### config.mk
export PLATFORM = sky130hd
export DESIGN_NAME = dsp_mac_pattern_detect
export DESIGN_NICKNAME = d
export VERILOG_FILES = /design/src/rtl/dsp_pd_pkg.sv /design/src/rtl/dsp_pd_compare.sv /design/src/rtl/dsp_mac_pattern_detect.sv
export SDC_FILE = /design/constraint.sdc
export NUM_CORES = 2
export LEC_CHECK = 0
export CORE_ASPECT_RATIO = 1.2
export CORE_MARGIN = 1.5
export CORE_UTILIZATION = 63
export DETAILED_ROUTE_END_ITERATION = 12
export PLACE_DENSITY_LB_ADDON = 0.12
export SKIP_LAST_GASP = 1
export SLEW_MARGIN = 10
export SYNTH_ARGS = -nofsm -noshare
export SYNTH_HDL_FRONTEND = slang
export SYNTH_SLANG_ARGS = --single-unit
export TNS_END_PERCENT = 50
### constraint.sdc
create_clock -name clk_i -period 7.3 [get_ports clk_i]
set_input_delay 1.46 -clock clk_i [delete_from_list [all_inputs] [get_ports clk_i]]
set_output_delay 1.46 -clock clk_i [all_outputs]
set_load 0.01 [all_outputs]
### src/rtl/dsp_pd_pkg.sv
// Shared types and defaults for the DSP MAC pattern detector.
// Imported by the compare unit and the top.
package dsp_pd_pkg;

  typedef enum logic {
    CFG_PATTERN = 1'b0,
    CFG_MASK    = 1'b1
  } cfg_sel_e;

  localparam int DSP_A_W = 27;
  localparam int DSP_B_W = 18;
  localparam int DSP_P_W = 48;

  localparam logic [47:0] DSP_PATTERN_RST =
    48'h0000_0072_6967;

endpackage

### src/rtl/dsp_pd_compare.sv
// Masked equality of a value against a pattern and its complement.
// Mask bit 1 removes that bit from both comparisons.
module dsp_pd_compare
  import dsp_pd_pkg::*;
#(
  parameter int P_W = DSP_P_W
) (
  input  logic [P_W-1:0] value_i,
  input  logic [P_W-1:0] pattern_i,
  input  logic [P_W-1:0] mask_i,
  output logic           pat_o,
  output logic           patb_o
);

  assign pat_o  = &(~(value_i ^ pattern_i) | mask_i);
  assign patb_o = &(~(value_i ^ ~pattern_i) | mask_i);

endmodule

### src/rtl/dsp_mac_pattern_detect.sv
// Signed MAC with MREG-deep multiplier pipeline, P register and a
// runtime-programmable masked pattern detector with match counter.
module dsp_mac_pattern_detect
  import dsp_pd_pkg::*;
#(
  parameter int A_W   = DSP_A_W,
  parameter int B_W   = DSP_B_W,
  parameter int P_W   = DSP_P_W,
  parameter int MREG  = 2,
  parameter int CNT_W = 16,
  parameter logic [P_W-1:0] PATTERN_RST =
    P_W'(DSP_PATTERN_RST),
  parameter logic [P_W-1:0] MASK_RST = '0
) (
  input  logic                  clk_i,
  input  logic                  rst_i,
  input  logic                  valid_i,
  input  logic signed [A_W-1:0] a_i,
  input  logic signed [B_W-1:0] b_i,
  input  logic                  acc_en_i,
  input  logic                  acc_clr_i,
  input  logic                  cfg_we_i,
  input  logic                  cfg_sel_i,
  input  logic [P_W-1:0]        cfg_data_i,
  input  logic                  cnt_clr_i,
  output logic signed [P_W-1:0] p_o,
  output logic                  valid_o,
  output logic                  pat_det_o,
  output logic                  patb_det_o,
  output logic                  pat_det_past_o,
  output logic [CNT_W-1:0]      match_cnt_o
);

  localparam int M_W = A_W + B_W;

  if (MREG < 1 || MREG > 4) begin : g_bad_mreg
    $error("MREG must be 1..4");
  end
  if (P_W < M_W) begin : g_bad_pw
    $error("P_W must be >= A_W+B_W");
  end

  typedef struct packed {
    logic           v;
    logic           acc;
    logic           clr;
    logic [P_W-1:0] p;
  } mstage_t;

  logic                  in_v;
  logic                  in_acc;
  logic                  in_clr;
  logic signed [A_W-1:0] a_q;
  logic signed [B_W-1:0] b_q;
  logic signed [M_W-1:0] prod;
  mstage_t               m_in;
  mstage_t               m_last;

  logic [P_W-1:0]   pattern_q;
  logic [P_W-1:0]   mask_q;
  logic [P_W-1:0]   p_next;
  logic             pat_nx;
  logic             patb_nx;
  logic [P_W-1:0]   p_q;
  logic             v_q;
  logic             pat_q;
  logic             patb_q;
  logic             past_q;
  logic [CNT_W-1:0] cnt_q;

  // Operand capture; data only moves with a valid strobe.
  always_ff @(posedge clk_i) begin
    if (rst_i) in_v <= 1'b0;
    else       in_v <= valid_i;
    if (valid_i) begin
      a_q    <= a_i;
      b_q    <= b_i;
      in_acc <= acc_en_i;
      in_clr <= acc_clr_i;
    end
  end

  assign prod = a_q * b_q;

  assign m_in = '{
    v:   in_v,
    acc: in_acc,
    clr: in_clr,
    p:   P_W'(prod)
  };

  for (genvar i = 0; i < MREG; i++) begin : g_m
    mstage_t d;
    mstage_t q;
    if (i == 0) begin : g_first
      assign d = m_in;
    end else begin : g_next
      assign d = g_m[i-1].q;
    end
    // Product stage; each stage loads only on its own valid.
    always_ff @(posedge clk_i) begin
      if (rst_i) q.v <= 1'b0;
      else       q.v <= d.v;
      if (d.v) begin
        q.acc <= d.acc;
        q.clr <= d.clr;
        q.p   <= d.p;
      end
    end
  end

  assign m_last = g_m[MREG-1].q;

  // Next P: clear wins over accumulate; add wraps.
  always_comb begin
    p_next = m_last.p;
    if (m_last.acc && !m_last.clr)
      p_next = p_q + m_last.p;
  end

  dsp_pd_compare #(
    .P_W (P_W)
  ) u_cmp (
    .value_i   (p_next),
    .pattern_i (pattern_q),
    .mask_i    (mask_q),
    .pat_o     (pat_nx),
    .patb_o    (patb_nx)
  );

  // Pattern/mask registers; new value applies from next edge.
  always_ff @(posedge clk_i) begin
    if (rst_i) begin
      pattern_q <= PATTERN_RST;
      mask_q    <= MASK_RST;
    end else if (cfg_we_i) begin
      unique case (cfg_sel_e'(cfg_sel_i))
        CFG_PATTERN: pattern_q <= cfg_data_i;
        CFG_MASK:    mask_q    <= cfg_data_i;
        default:     pattern_q <= pattern_q;
      endcase
    end
  end

  // P register with flags kept aligned to it.
  always_ff @(posedge clk_i) begin
    if (rst_i) begin
      v_q    <= 1'b0;
      p_q    <= '0;
      pat_q  <= 1'b0;
      patb_q <= 1'b0;
      past_q <= 1'b0;
    end else begin
      v_q <= m_last.v;
      if (m_last.v) begin
        p_q    <= p_next;
        pat_q  <= pat_nx;
        patb_q <= patb_nx;
        past_q <= pat_q;
      end
    end
  end

  // Saturating match counter; clear beats increment.
  always_ff @(posedge clk_i) begin
    if (rst_i || cnt_clr_i)
      cnt_q <= '0;
    else if (m_last.v && pat_nx && cnt_q != '1)
      cnt_q <= cnt_q + 1'b1;
  end

  assign p_o            = p_q;
  assign valid_o        = v_q;
  assign pat_det_o      = pat_q;
  assign patb_det_o     = patb_q;
  assign pat_det_past_o = past_q;
  assign match_cnt_o    = cnt_q;

endmodule

==> metrics.md <==
| Metric | Value |
|---|---|
| Worst Setup Start Kind | flop |
| Critical Path RT | around 7.7 ns |
| # DRC | 0 |
| Slowest-stage cell, CP | edfxtp_1 |
| Clk slew on worst S/H paths | 0.06 ns |
| Worst path cell trace | buf_4 > and2_1 > fa_1 > fa_1 > fa_1 > ha_1 > fa_1 > inv_1 > fa_1 > inv_1 > ha_1 > a21oi_1 > nor2b_1 > o21a_1 > a211o_1 > a31oi_2 > o31ai_1 > o211ai_1 > a21oi_1 > a41oi_1 > a21oi_2 > or4_1 > nand4_1 |
| Via count | ~27,000 |
| CTS tree | yes |
| Share of layout cells above drive strength 1 | slightly above 6% |
| Drt via density | roughly 6 |
| Root buffer cell | clkbuf_16 |
| Routed Antenna Nets | 0 |
| Worst hold-check path type | flop to flop |
| TritonRoute pass-1 iters | 5 |
| Period minus WS final | approximately 7.0 ns |
| Total gr overflow | 0 |
| Skew final | approximately 0.018 ns |
| Worst Tran Pin Value | 1.15 ns |
| CP Capture Type | flop |
| Slew margin rel. | roughly a quarter |
| WL/cell | ~20 µm |
| Die area | between 50,000 and 60,000 µm² |
| Post-Syn Area | between 30,000 and 40,000 µm² |
| Syn_area_per_cell | 9.05 µm² |
| Die width | about 210 µm |
| Detailed Route Iter0 Violations | 2,273 |
| Setup WS pre-CTS | -0.0208 ns |
| CP dominant cell by count | fa_1 |
| Vias in the first global route | around 28,000 |
| Post-CTS Hold Buffers | 0 |
| Sequential area share after synthesis | 22.6% |
| Crit path max fanout | 11 |
| Final setup fails | 0 |
| EDFF count, synth | approximately 140 |
| CP max stage delay | 0.69 ns |
| First-pass GRT wire length | 144 mm |
| Initial antenna violation count | 0 |
| FP Rows | slightly above 90 |
| Syn nets | 4,445 |
| Asr flop ratio synth | 0% |
| Port Buf Inserts | 168 |
| Ys flop type | dfxtp_1 |
| Ports | roughly 170 |
| Number of H-tree levels | 2 |
| Critical Path AT | between 7 and 8 ns |
| Final worst slack | 0.293 ns |
| Clock Sink Count | 308 |
| GPL Wtd Cong | 0.986 |
| NumNets Final | ~4,600 |
| Commonest non-fill, non-tap cells in the layout | 577 x inv_1, 554 x nand2_1, 473 x fa_1, 200 x and2_1, 189 x a21oi_1 |
| Fin Setup TNS | 0 ns |
| Post-synth cell types | between 90 and 100 |
| Fin. max-slew vios | 0 |
| Dpl hpwl | a little over 70 mm |
| Max cap viols | 0 |
| Final Hold Violating Endpoints | 0 |
| Post-synthesis cell count | approximately 3,700 |
| Die height | 256 µm |
| Most common cell after layout, fill and taps aside | inv_1 |
| Latest clock arrival within the worst-skew pair | about 0.56 ns |
| Run status | finished, final reports clean |
| Total track usage | between 30 and 40% |
| Crit path kind | flop to flop |
| Clk buf depth | 3 |
| Starting Density | 63.8% |
| FF+latch count, synth | roughly 310 |
| CTS Buf Count | 36 |
| Final wirelength | 91.2 mm |
| Core Region | roughly 53,000 µm² |
| Final worst-path cycle share | around 96% |
| Area delta synth->final | 11.7% |
| Fmax | 143 MHz |
| ANT cells | 0 |
| Largest net degree at the start of global routing | 81 |
| YS warnings | 0 |
## through the flow
step / hold WS, ns / util (%) / instance area (µm²) / cells
global placement: 0.400 / 68.1 / 35800 / 4446
floorplan: 0.400 / - / 33600 / 3711
finish: 0.405 / 71.3 / 37500 / 4554
CTS: 0.403 / 70.5 / 37100 / 4512
detailed placement: 0.405 / 68.1 / 35800 / 4446
global route: 0.404 / 71.3 / 37500 / 4554
## layer usage
metal	routed length, µm	GRT usage, %
met5	0	0
met3	5960	4.12
met4	4580	15.7
met2	44900	57.2
met1	35700	42.4
## final timing paths
| kind | startpoint | slack (ns) | to | cells past startpoint |
|---|---|---|---|---|
| max | a_q[4] | 0.29 | g_m[0].q[41] | 23 |
| min | g_m[0].q[9] | 0.41 | g_m[1].q[9] | 0 |
| max reg2reg | a_q[4] | 0.29 | g_m[0].q[41] | 23 |
| min reg2reg | g_m[0].q[9] | 0.41 | g_m[1].q[9] | 0 |
## layout make-up
class	count	area (µm²)
multi-input combinational	2619	23100
fill	4088	15100
sequential	308	7580
timing repair buffer	282	2600
inverter	577	2170
clock buffer	47	992
tap	705	882
clock inverter	16	215
## logic make-up after synthesis
group | Yosys count | synth area share, %
DFF | 308 | 22.6
buffers and inverters | 784 | 8.92
xor gates and xnor gates | 133 | 3.49
AOI/OAI and AO/OA | 570 | 11.5
adders and majority gates | 633 | 34.2
and+or+nand+nor | 1240 | 18.0
muxes | 43 | 1.36
## synth_stat cells (all sizes together), types with 57 or more instances
cell	number	area, µm²
nand2	554	2080
ha	159	1990
fa	474	9490
a21oi	193	970
edfxtp	141	4230
clkbuf	168	631
inv	577	2170
xnor2	83	727
and2	200	1250
o21ai	70	354
a211oi	57	448
dfxtp	167	3340
nor2	168	631
## worst max-delay path, delay by kind of cell (launching register included)
family / cells / cell delay [ns]
simple gates: 4 / 0.77
fa+ha+maj: 7 / 2.98
buf+inv: 3 / 0.36
compound gates: 9 / 2.06
flops: 1 / 0.69
## repair_timing
action / in CTS / in global routing
resized for setup: 0 / 11
gates cloned: 0 / 0
endpoints found under the setup margin: 1 / 9
buffers inserted: 3 / 41
pin swaps: 0 / 2
## state kept, by name, summed over array words and instances (netlist names)
signal          count
mask_q             48
pat_det_o           1
in_clr              1
pattern_q          48
patb_det_o          1
in_acc              1
match_cnt_o        16
p_o                48
b_q                18
in_v                1
g_m.q              96
pat_det_past_o      1
valid_o             1
a_q                27
Power is left out: the tool's default activity adds up to more than one toggle a clock period on the data nets, which glitch-free logic cannot reach.
